File: config.mk
export PLATFORM = sky130hd
export DESIGN_NAME = pin_bus_arbiter
export DESIGN_NICKNAME = d
export VERILOG_FILES = /design/src/rtl/pin_bus_pkg.sv /design/src/rtl/pin_bus_arbiter_rr_select2.sv /design/src/rtl/pin_bus_arbiter.sv
export SDC_FILE = /design/constraint.sdc
export NUM_CORES = 1
export LEC_CHECK = 0
export CORE_ASPECT_RATIO = 0.5
export CORE_MARGIN = 4
export CORE_UTILIZATION = 42
export CTS_BUF_LIST = sky130_fd_sc_hd__clkbuf_8
export CTS_CLUSTER_DIAMETER = 100
export DETAILED_ROUTE_END_ITERATION = 6
export PLACE_DENSITY = 0.82
export RECOVER_POWER = 50
export SKIP_CTS_REPAIR_TIMING = 1
export SLEW_MARGIN = 10
export SYNTH_ARGS = -nofsm -noshare
export SYNTH_HDL_FRONTEND = slang
export SYNTH_HIERARCHICAL = 1
export SYNTH_SLANG_ARGS = --single-unit
File: constraint.sdc
create_clock -name clk -period 2.2 [get_ports clk]
set_clock_uncertainty 0.15 [all_clocks]
set_input_delay 0.33 -clock clk [delete_from_list [all_inputs] [get_ports clk]]
set_output_delay 0.33 -clock clk [all_outputs]
set_load 0.1 [all_outputs]
File: src/rtl/pin_bus_pkg.sv
// Shared pin-bus definitions: bus widths, arbiter FSM state encoding and
// the request bundle a requester presents to the bus.
package pin_bus_pkg;

   localparam int ADDR_W = 7;
   localparam int DATA_W = 8;

   typedef enum logic [1:0] {
      ST_IDLE   = 2'd0,
      ST_ACCESS = 2'd1,
      ST_DONE   = 2'd2
   } bus_state_t;

   // Requester index: 0 = cpu, 1 = dbg
   localparam logic REQ_CPU = 1'b0;
   localparam logic REQ_DBG = 1'b1;

   typedef struct packed {
      logic              we;
      logic [ADDR_W-1:0] addr;
      logic [DATA_W-1:0] wdata;
   } bus_req_t;

endpackage

File: src/rtl/pin_bus_arbiter_rr_select2.sv
// Two-way round-robin winner select.
//   req_cpu, req_dbg : requests
//   last_dbg         : 1 = dbg was served last, 0 = cpu was served last
//   win_dbg          : winner index (0 = cpu, 1 = dbg); don't-care when idle
module rr_select2
   import pin_bus_pkg::*;
(
   input  logic req_cpu,
   input  logic req_dbg,
   input  logic last_dbg,
   output logic win_dbg
);

   // dbg wins when alone, or on contention when cpu was served last.
   assign win_dbg = req_dbg & (~req_cpu | ~last_dbg);

endmodule

File: src/rtl/pin_bus_arbiter.sv
// Arbitrates a CPU and a debug/loader port onto a single pin bus.
// A granted transaction drives the bus for WAIT_STATES+1 cycles, samples
// read data on the last of those edges, then pulses the owner's gnt for
// one cycle while the bus returns to idle. All outputs are registered.
//   clk, rst_n                   : clock, async active-low reset
//   cpu_* / dbg_*                : requester ports (req, we, address, wdata, gnt)
//   read_data_out                : last sampled read data (shared)
//   address/write_enable/write_data, read_data : pin bus
module pin_bus_arbiter
   import pin_bus_pkg::*;
#(
   parameter int unsigned WAIT_STATES = 1
)(
   input  logic              clk,
   input  logic              rst_n,
   input  logic              cpu_req,
   input  logic              cpu_write_enable,
   input  logic [ADDR_W-1:0] cpu_address,
   input  logic [DATA_W-1:0] cpu_write_data,
   output logic              cpu_gnt,
   input  logic              dbg_req,
   input  logic              dbg_write_enable,
   input  logic [ADDR_W-1:0] dbg_address,
   input  logic [DATA_W-1:0] dbg_write_data,
   output logic              dbg_gnt,
   output logic [DATA_W-1:0] read_data_out,
   output logic [ADDR_W-1:0] address,
   output logic              write_enable,
   output logic [DATA_W-1:0] write_data,
   input  logic [DATA_W-1:0] read_data
);

   bus_state_t        state_q, state_d;
   logic [2:0]        cnt_q, cnt_d;
   logic              last_q, last_d;    // last-served requester
   logic              owner_q, owner_d;  // requester currently on the bus
   logic [ADDR_W-1:0] addr_d;
   logic              we_d;
   logic [DATA_W-1:0] wd_d;
   logic [DATA_W-1:0] rdo_d;
   logic              cpu_gnt_d, dbg_gnt_d;

   logic     win_dbg;
   bus_req_t cpu_r, dbg_r, pick_r;

   assign cpu_r  = '{we: cpu_write_enable, addr: cpu_address, wdata: cpu_write_data};
   assign dbg_r  = '{we: dbg_write_enable, addr: dbg_address, wdata: dbg_write_data};
   assign pick_r = win_dbg ? dbg_r : cpu_r;

   rr_select2 u_rr (
      .req_cpu  (cpu_req),
      .req_dbg  (dbg_req),
      .last_dbg (last_q),
      .win_dbg  (win_dbg)
   );

   always_ff @(posedge clk or negedge rst_n) begin
      if (!rst_n) begin
         state_q       <= ST_IDLE;
         cnt_q         <= 3'd0;
         last_q        <= REQ_DBG;
         owner_q       <= REQ_CPU;
         address       <= '0;
         write_enable  <= 1'b0;
         write_data    <= '0;
         read_data_out <= '0;
         cpu_gnt       <= 1'b0;
         dbg_gnt       <= 1'b0;
      end else begin
         state_q       <= state_d;
         cnt_q         <= cnt_d;
         last_q        <= last_d;
         owner_q       <= owner_d;
         address       <= addr_d;
         write_enable  <= we_d;
         write_data    <= wd_d;
         read_data_out <= rdo_d;
         cpu_gnt       <= cpu_gnt_d;
         dbg_gnt       <= dbg_gnt_d;
      end
   end

   // Next-state and next-output logic; every output is the D of a flop.
   always_comb begin
      state_d   = state_q;
      cnt_d     = cnt_q;
      last_d    = last_q;
      owner_d   = owner_q;
      addr_d    = address;
      we_d      = write_enable;
      wd_d      = write_data;
      rdo_d     = read_data_out;
      cpu_gnt_d = 1'b0;
      dbg_gnt_d = 1'b0;

      unique case (state_q)
         ST_IDLE: begin
            addr_d = '0;
            we_d   = 1'b0;
            wd_d   = '0;
            if (cpu_req || dbg_req) begin
               // Requester fields are latched here only; later changes are ignored.
               owner_d = win_dbg;
               addr_d  = pick_r.addr;
               we_d    = pick_r.we;
               wd_d    = pick_r.wdata;
               cnt_d   = 3'(WAIT_STATES);
               state_d = ST_ACCESS;
            end
         end
         ST_ACCESS: begin
            if (cnt_q == 3'd0) begin
               if (!write_enable)
                  rdo_d = read_data;
               addr_d    = '0;
               we_d      = 1'b0;
               wd_d      = '0;
               cpu_gnt_d = (owner_q == REQ_CPU);
               dbg_gnt_d = (owner_q == REQ_DBG);
               last_d    = owner_q;
               state_d   = ST_DONE;
            end else begin
               cnt_d = cnt_q - 3'd1;
            end
         end
         ST_DONE: begin
            // Requests are not looked at here; a held req is taken next cycle.
            state_d = ST_IDLE;
         end
         default: state_d = ST_IDLE;
      endcase
   end

endmodule

==> results.py, run 1 <==
metrics = {
    "yosys": {
        "synth.distinct_cells": 28,
        "synth_compound_area_share_pct": 12.84,
        "synthArstFlopShare_pct": 100.0,
        "synth-simple-area-share_pct": 7.568,
        "synthAdderAreaFrac_pct": 1.701,
        "muxShareOfSynthArea_pct": 18.54,
        "synthXorXnorAreaFrac_pct": 0,
        "ys_ff_latch": 33,
        "avgSynthCellArea_um2": 14.15,
        "synthesis.nets": 150,
        "yosys_warnings": 6,
        "yosysSeqAreaShare_pct": 56.21,
        "ys.flop_type": "dfrtp_1",
        "synth_edf_count": 0,
        "synthesis.area_um2": 1471,
        "netlist_instances": 104,
        "synth_top_family_by_area": "multiplexers",
    },
    "setup_path": {
        "crit_start": "cnt_q[0]",
        "crit_buf_inv": 1,
        "critPathMaxFanout": 8,
        "rr_endpoint": "read_data_out[1]",
        "setup.worst_path.start_class": "flip-flop",
        "critPathMaxStageDelay_ns": 0.38,
        "cp_data_required_time_ns": 2.21,
        "rrSetupSlack_ns": 0.44,
        "r2r-start": "cnt_q[0]",
        "path_cells": "inv_1 > ha_1 > nand4bb_4 > nor2_8 > mux2_2",
        "cp-endpoint": "read_data_out[1]",
        "cp.depth": 5,
        "crit_type": "flip-flop to flip-flop",
        "crit_arrival_ns": 1.77,
        "cp-end-kind": "flip-flop",
        "crit_family": "simple AND/OR/NAND/NOR gates",
        "rr_worst_depth": 5,
        "cp_slowest_cell": "dfrtp_1",
    },
    "routing": {
        "wl_per_cell_um": 15.56,
        "vias": 1122,
        "antenna_left": 0,
        "viasPerCell": 4.921,
        "drc_errors": 0,
        "drt_iter0_drc": 32,
        "dr.pass1.iters": 4,
        "finalWirelength_um": 3548,
    },
    "final_layout": {
        "finalInstanceArea_um2": 2250,
        "antenna_cells": 0,
        "nFillCells": 237,
        "drive_gt1_share_pct": 30.00,
        "final_cell_mix": "clkdlybuf4s50_1 (42), dfrtp_1 (32), o2bb2ai_1 (17), buf_4 (17), mux2i_1 (16)",
        "syn_to_final_growth_pct": 52.89,
        "layout_commonest_cell": "clkdlybuf4s50_1",
        "nets": 225,
        "seqCellArea_um2": 827.0,
        "multi_input_area_um2": 598.1,
    },
    "clock_tree": {
        "root_buffer": "clkbuf_8",
        "htree_levels": 2,
        "clk_latency_ns": 0.28,
        "cts_tree": "yes",
        "cts_buffer_depth": 2,
        "cts_sinks": 33,
        "clkTransAtPathRegs_ns": 0.07,
        "numCtsBuffers": 5,
    },
    "placed_design": {
        "placed_area_um2": 2161,
        "hpwl_um": 2685,
        "pre_cts_ws_ns": 0.4024,
        "place.gp.congestion": 0.7429,
        "io_buffers": 69,
    },
    "floorplan": {
        "coreArea_um2": 3171,
        "die_x_um": 91.71,
        "row_count": 14,
        "dieArea_um2": 4572,
        "io_pins": 70,
        "die_h_um": 49.86,
        "start_util_pct": 46.41,
    },
    "sta": {
        "rsz0062_at_grt": "false",
        "setup_tns_ns": 0,
        "finalCritPeriodShare_pct": 80.06,
        "post-route-min-period_ns": 1.761,
        "setup_ws_ns": 0.4387,
        "fmax_mhz": 567.8,
        "slew_violations": 0,
        "final_hold_viol_count": 0,
        "setup_viol": 0,
        "worstMarginPinSlew_ns": 0.8006,
        "slew_headroom_pct": 46.63,
    },
    "grt": {
        "grt_max_degree": 34,
        "grt_use_total_pct": 16.56,
        "grt_pass1_wl_um": 5789,
        "globalRouteOverflowTotal": 0,
        "antenna_found_initial": 0,
        "first_global_vias": 1178,
    },
    "hold_path": {
        "hold_path_class": "flip-flop to flip-flop",
    },
    "status": {
        "outcome": "finished clean",
    },
    "job": {
        "drv_cap": 0,
    },
}
==> flip-flops by register name, summed over array words and instances (netlist names), 2 cells and up <==
| register | count |
|---|---|
| write_data | 8 |
| cnt_q | 3 |
| state_q | 2 |
| address | 7 |
| read_data_out | 8 |
==> worst min-delay path by stage <==
stage,start,end,slack (ns),cells after the start
3_3_place_gp,owner_q,cpu_gnt,0.32,1
5_1_grt,cnt_q[1],cnt_q[1],0.36,1
4_1_cts,rst_n,address[4],0.30,2
2_1_floorplan,rst_n,address[0],-0.12,0
3_5_place_dp,write_data[4],write_data[4],0.33,1
6_report,write_data[4],write_data[4],0.34,1
==> cell type report <==
cell class / count / share of cell area, %
clock buffer: 6 / 3.671
clock inverter: 2 / 1.502
inverter: 4 / 0.6674
multi-input combinational: 63 / 26.59
sequential: 33 / 36.76
tap: 48 / 2.670
timing repair buffer: 72 / 28.14
==> worst reg2reg max path: cells and delay by family, from the launching register on <==
family	cells	cell delay [ns]
adder cells (fa/ha/maj)	1	0.27
buffers and inverters	1	0.09
flip-flops	1	0.38
multiplexers	1	0.35
AND/OR/NAND/NOR	2	0.40
==> cells in the mapped netlist (all sizes together), types with 2 or more instances <==
| cell | number | area, um^2 |
|---|---|---|
| nor2 | 3 | 27.53 |
| ha | 2 | 25.02 |
| dfrtp | 32 | 800.8 |
| o2bb2ai | 17 | 148.9 |
| mux2 | 10 | 112.6 |
| inv | 4 | 15.01 |
| nand2 | 2 | 10.01 |
| buf | 3 | 23.77 |
| mux2i | 16 | 160.2 |
==> layer usage <==
layer	global-route usage (%)	wire, um	vias to the layer above
met3	4.255	142	3
met5	0	0	-
li1	-	-	533
met4	5.911	27	0
met2	29.14	1936	26
met1	19.83	1442	560
==> cells by family after synthesis <==
family / Yosys count
buffers and inverters: 8
AOI/OAI and AO/OA: 22
adders and majority gates: 2
DFF: 33
and+or+nand+nor: 13
muxes: 26
==> through the flow <==
step | hold WS (ns) | utilization [%] | std cells
2_1_floorplan | -0.1156 | - | 104
3_3_place_gp | 0.3197 | 68.15 | 220
3_5_place_dp | 0.3256 | 68.15 | 220
4_1_cts | 0.2954 | 71.82 | 228
5_1_grt | 0.3639 | 70.96 | 228
6_report | 0.3431 | 70.96 | 228
Power of run 1 is not shown: default switching activity piles up to over one toggle a cycle in this logic, so the estimate is an artifact.
==> run 2, diff against run 1 <==
CORE_UTILIZATION = 38   (was 42)
PLACE_DENSITY = 0.78   (was 0.82)
clock period = 1.5 ns   (was 2.2 ns; I/O delays follow)
==> run 2 against run 1 <==
The run now ends with setup timing left; clock-buffer cell count is 1 lower; setup slack worse by 0.54 ns; die area up 9.2%; flip-flop and latch count unchanged; first-iteration DRC count up 91%; hold slack improved by 0.029 ns; critical endpoint unchanged.
==> results.py, run 2 (synthesis gave the netlist of run 1 again) <==
metrics = {
    "grt": {
        "grt_use_met3_pct": 4.191,
        "grt_max_degree": 34,
        "grt_pass1_wl_um": 6755,
        "grt_use_total_pct": 18.68,
        "use_met1_pct": 21.19,
        "antenna_found_initial": 0,
        "first_global_vias": 1324,
        "globalRouteOverflowTotal": 0,
        "busiest_layer": "met2",
        "met2_usage_pct": 33.37,
    },
    "hold_path": {
        "hold_path_class": "flip-flop to flip-flop",
    },
    "floorplan": {
        "io_pins": 70,
        "die_h_um": 52,
        "start_util_pct": 41.05,
        "row_count": 15,
        "coreArea_um2": 3585,
        "dieArea_um2": 4992,
        "die_x_um": 96,
    },
    "clock_tree": {
        "cts_tree": "yes",
        "cts_sinks": 33,
        "cts_buffer_depth": 2,
        "root_buffer": "clkbuf_8",
        "clkTransAtPathRegs_ns": 0.08,
        "htree_levels": 2,
        "numCtsBuffers": 5,
        "clk_latency_ns": 0.29,
    },
    "setup_path": {
        "critPathMaxStageDelay_ns": 0.39,
        "cp_slowest_cell": "dfrtp_1",
        "path_cells": "inv_2 > ha_4 > nand4bb_4 > nor2_8 > mux2_2",
        "crit_arrival_ns": 1.63,
        "cp_data_required_time_ns": 1.52,
        "cp-end-kind": "flip-flop",
        "setup.worst_path.start_class": "flip-flop",
        "crit_type": "flip-flop to flip-flop",
        "critPathMaxFanout": 8,
    },
    "final_layout": {
        "final_util_pct": 75.57,
        "nets": 234,
        "final_cell_mix": "clkdlybuf4s50_1 (42), dfrtp_1 (31), buf_12 (27)",
        "fin_cells": 240,
        "reg_top3": "read_data_out: 8 flops, write_data: 8 flops, address: 7 flops",
        "drive_gt1_share_pct": 37.04,
        "layout_commonest_cell": "clkdlybuf4s50_1",
        "antenna_cells": 0,
        "syn_to_final_growth_pct": 84.10,
    },
    "sta": {
        "slew_violations": 0,
        "setup_ws_ns": -0.1055,
        "post-route-min-period_ns": 1.605,
        "setup_viol": 24,
        "worstMarginPinSlew_ns": 0.8035,
        "finalCritPeriodShare_pct": 107.0,
        "fmax_mhz": 622.9,
        "hold_slack_ns": 0.3724,
        "slew_headroom_pct": 46.44,
        "setup_tns_ns": -1.052,
        "rsz0062_at_grt": "true",
        "final_hold_viol_count": 0,
    },
    "status": {
        "outcome": "complete, but fails checks",
        "violations": "setup timing",
    },
    "routing": {
        "viasPerCell": 4.767,
        "dr.pass1.iters": 6,
        "wl_per_cell_um": 17.15,
        "antenna_left": 0,
        "finalWirelength_um": 4116,
        "drt_iter0_drc": 61,
        "vias": 1144,
        "drc_errors": 0,
    },
    "placed_design": {
        "place.gp.congestion": 0.7118,
        "hpwl_um": 3096,
        "dp.cells": 230,
        "io_buffers": 69,
    },
    "job": {
        "drv_cap": 0,
    },
}
[run 2: worst max-delay path: cells and delay by family (launching register included)]
family / cells / cell delay [ns]
DFF: 1 / 0.39
muxes: 1 / 0.36
and+or+nand+nor: 2 / 0.35
adders and majority gates: 1 / 0.17
buffers and inverters: 1 / 0.08
[run 2: layout make-up]
cell class | count | area [um^2]
multi-input combinational | 63 | 616.8
tap | 51 | 63.81
clock inverter | 3 | 65.06
clock buffer | 5 | 68.82
inverter | 4 | 15.01
sequential | 33 | 828.3
fill | 219 | 875.8
timing repair buffer | 81 | 1051
[run 2: through the flow]
| step | worst slack [ns] | cell area, um^2 |
|---|---|---|
| 2_1_floorplan | -0.05508 | 1485 |
| 3_3_place_gp | -0.1500 | 2569 |
| 3_5_place_dp | -0.1921 | 2569 |
| 4_1_cts | -0.1253 | 2703 |
| 5_1_grt | -0.1614 | 2709 |
| 6_report | -0.1055 | 2709 |
[run 2: worst paths after layout]
| kind | from | end | slack (ns) | cells after the start |
|---|---|---|---|---|
| max reg2reg | cnt_q[0] | read_data_out[1] | -0.11 | 5 |
| max | cnt_q[0] | read_data_out[1] | -0.11 | 5 |
| max in group asynchronous | rst_n | write_enable | 0.22 | 2 |
| min | owner_q | cpu_gnt | 0.37 | 1 |
| min in group asynchronous | rst_n | write_data[4] | 0.41 | 2 |
| min reg2reg | owner_q | cpu_gnt | 0.37 | 1 |
[run 2: per-layer routing]
layer | routed length, um | share of wire, %
met5 | 0 | 0
met4 | 80 | 1.9
met3 | 112 | 2.7
met2 | 2303 | 56
met1 | 1619 | 39
Power of run 2 is left out for the same reason.
==> run 3, diff against run 2 <==
CORE_UTILIZATION = 47   (was 38)
DONT_BUFFER_PORTS = 1   (was not set)
PLACE_DENSITY = not set   (was 0.78)
==> run 3 against run 2 <==
The flow finishes with violations (hold timing, setup timing); die area down 17%; maximum frequency down 0.41%; first-iteration DRC count down 72%; non-clock buffer count down 30; register-to-register slack about the same; cell count down 17%; highest routed layer unchanged; final area down 20%; wire length down 8.2%; clock-buffer cell count up 2.
==> results.py, run 3 (synthesis gave the netlist of run 1 again) <==
metrics = {
    "status": {
        "outcome": "complete, but fails checks",
        "violations": "hold timing, setup timing",
    },
    "setup_path": {
        "crit_start": "cnt_q[0]",
        "critPathMaxFanout": 8,
        "cp-end-kind": "flip-flop",
        "cp_data_required_time_ns": 1.51,
        "r2r-start": "cnt_q[0]",
        "crit_buf_inv": 1,
        "path_cells": "inv_2 > ha_4 > nand4bb_4 > nor2_8 > mux2_4",
        "cp_slowest_cell": "dfrtp_1",
        "setup.worst_path.start_class": "flip-flop",
        "critPathMaxStageDelay_ns": 0.39,
        "rrSetupSlack_ns": -0.11,
        "crit_type": "flip-flop to flip-flop",
        "rr_endpoint": "read_data_out[0]",
        "rr_worst_depth": 5,
        "cp.depth": 5,
        "crit_arrival_ns": 1.63,
        "crit_family": "flip-flops",
        "cp-endpoint": "read_data_out[0]",
    },
    "grt": {
        "antenna_found_initial": 0,
        "grt_use_total_pct": 17.83,
        "first_global_vias": 1100,
        "globalRouteOverflowTotal": 0,
        "grt_max_degree": 34,
        "grt_pass1_wl_um": 5361,
    },
    "clock_tree": {
        "numCtsBuffers": 5,
        "cts_tree": "yes",
        "cts_sinks": 33,
        "clkTransAtPathRegs_ns": 0.07,
        "cts_buffer_depth": 2,
        "root_buffer": "clkbuf_8",
        "clk_latency_ns": 0.28,
        "htree_levels": 2,
    },
    "placed_design": {
        "dp.cells": 173,
        "hpwl_um": 2633,
        "place.gp.congestion": 0.7123,
        "io_buffers": 0,
    },
    "final_layout": {
        "nFillCells": 182,
        "layout_commonest_cell": "dfrtp_1",
        "syn_to_final_growth_pct": 47.62,
        "antenna_cells": 0,
        "final_cell_mix": "dfrtp_1 (31), buf_4 (26), o2bb2ai_1 (17)",
        "multi_input_area_um2": 646.9,
        "fin_cells": 199,
        "reg_top3": "read_data_out: 8 flops, write_data: 8 flops, address: 7 flops",
        "drive_gt1_share_pct": 42.77,
        "seqCellArea_um2": 828.3,
        "nets": 204,
    },
    "sta": {
        "post-route-min-period_ns": 1.612,
        "setup_viol": 10,
        "slew_violations": 0,
        "fmax_mhz": 620.3,
        "setup_ws_ns": -0.1121,
        "final_hold_viol_count": 4,
        "slew_headroom_pct": 46.84,
        "finalCritPeriodShare_pct": 107.5,
        "hold_slack_ns": -0.01240,
        "rsz0062_at_grt": "true",
        "worstMarginPinSlew_ns": 0.7975,
    },
    "hold_path": {
        "hold_path_class": "primary input to flip-flop",
        "holdPathStages": 2,
        "hold_start": "cpu_write_data[6]",
    },
    "floorplan": {
        "coreArea_um2": 2995,
        "row_count": 14,
        "dieArea_um2": 4144,
        "start_util_pct": 49.12,
        "die_x_um": 87.13,
        "io_pins": 70,
        "die_h_um": 47.57,
    },
    "routing": {
        "finalWirelength_um": 3780,
        "dr.pass1.iters": 4,
        "antenna_left": 0,
        "wl_per_cell_um": 18.99,
        "viasPerCell": 5.367,
        "drt_iter0_drc": 17,
        "vias": 1068,
        "drc_errors": 0,
    },
    "job": {
        "drv_cap": 0,
    },
}
-- run 3: cell type report --
cell class | instances | area share, %
multi-input combinational | 63 | 29.78
tap | 40 | 2.304
sequential | 33 | 38.13
timing repair buffer | 51 | 24.42
clock inverter | 1 | 0.2304
inverter | 4 | 0.6912
clock buffer | 7 | 4.435
-- run 3: how the worst min path moves through the flow --
stage | end | slack [ns]
CTS | write_data[6] | -0.53
global placement | dbg_gnt | -0.22
global route | address[6] | 0.0003
finish | write_data[6] | -0.01
floorplan | address[0] | -0.22
detailed placement | dbg_gnt | -0.22
-- run 3: stage by stage --
step	TNS (ns)	area, um^2	hold slack [ns]	worst slack, ns	utilization [%]
after global routing	-2.329	2172	0.0002746	-0.1621	72.51
after global placement	-0.4651	1864	-0.2197	-0.05843	62.24
after floorplan	-0.4406	1485	-0.2206	-0.05508	-
final	-0.9498	2172	-0.01240	-0.1121	72.51
after detailed placement	-1.751	1864	-0.2196	-0.1280	62.24
after CTS	-2.109	1966	-0.5280	-0.1466	65.62
-- run 3: per-layer routing --
metal | wire [um] | vias up | global-route usage, % | share of wire, %
met3 | 322 | 8 | 7.904 | 8.5
met4 | 46 | 0 | 6.116 | 1.2
met5 | 0 | - | 0 | 0
met2 | 1975 | 36 | 31.52 | 52
li1 | - | 489 | - | -
met1 | 1435 | 535 | 20.11 | 38
Power of run 3 is left out for the same reason.
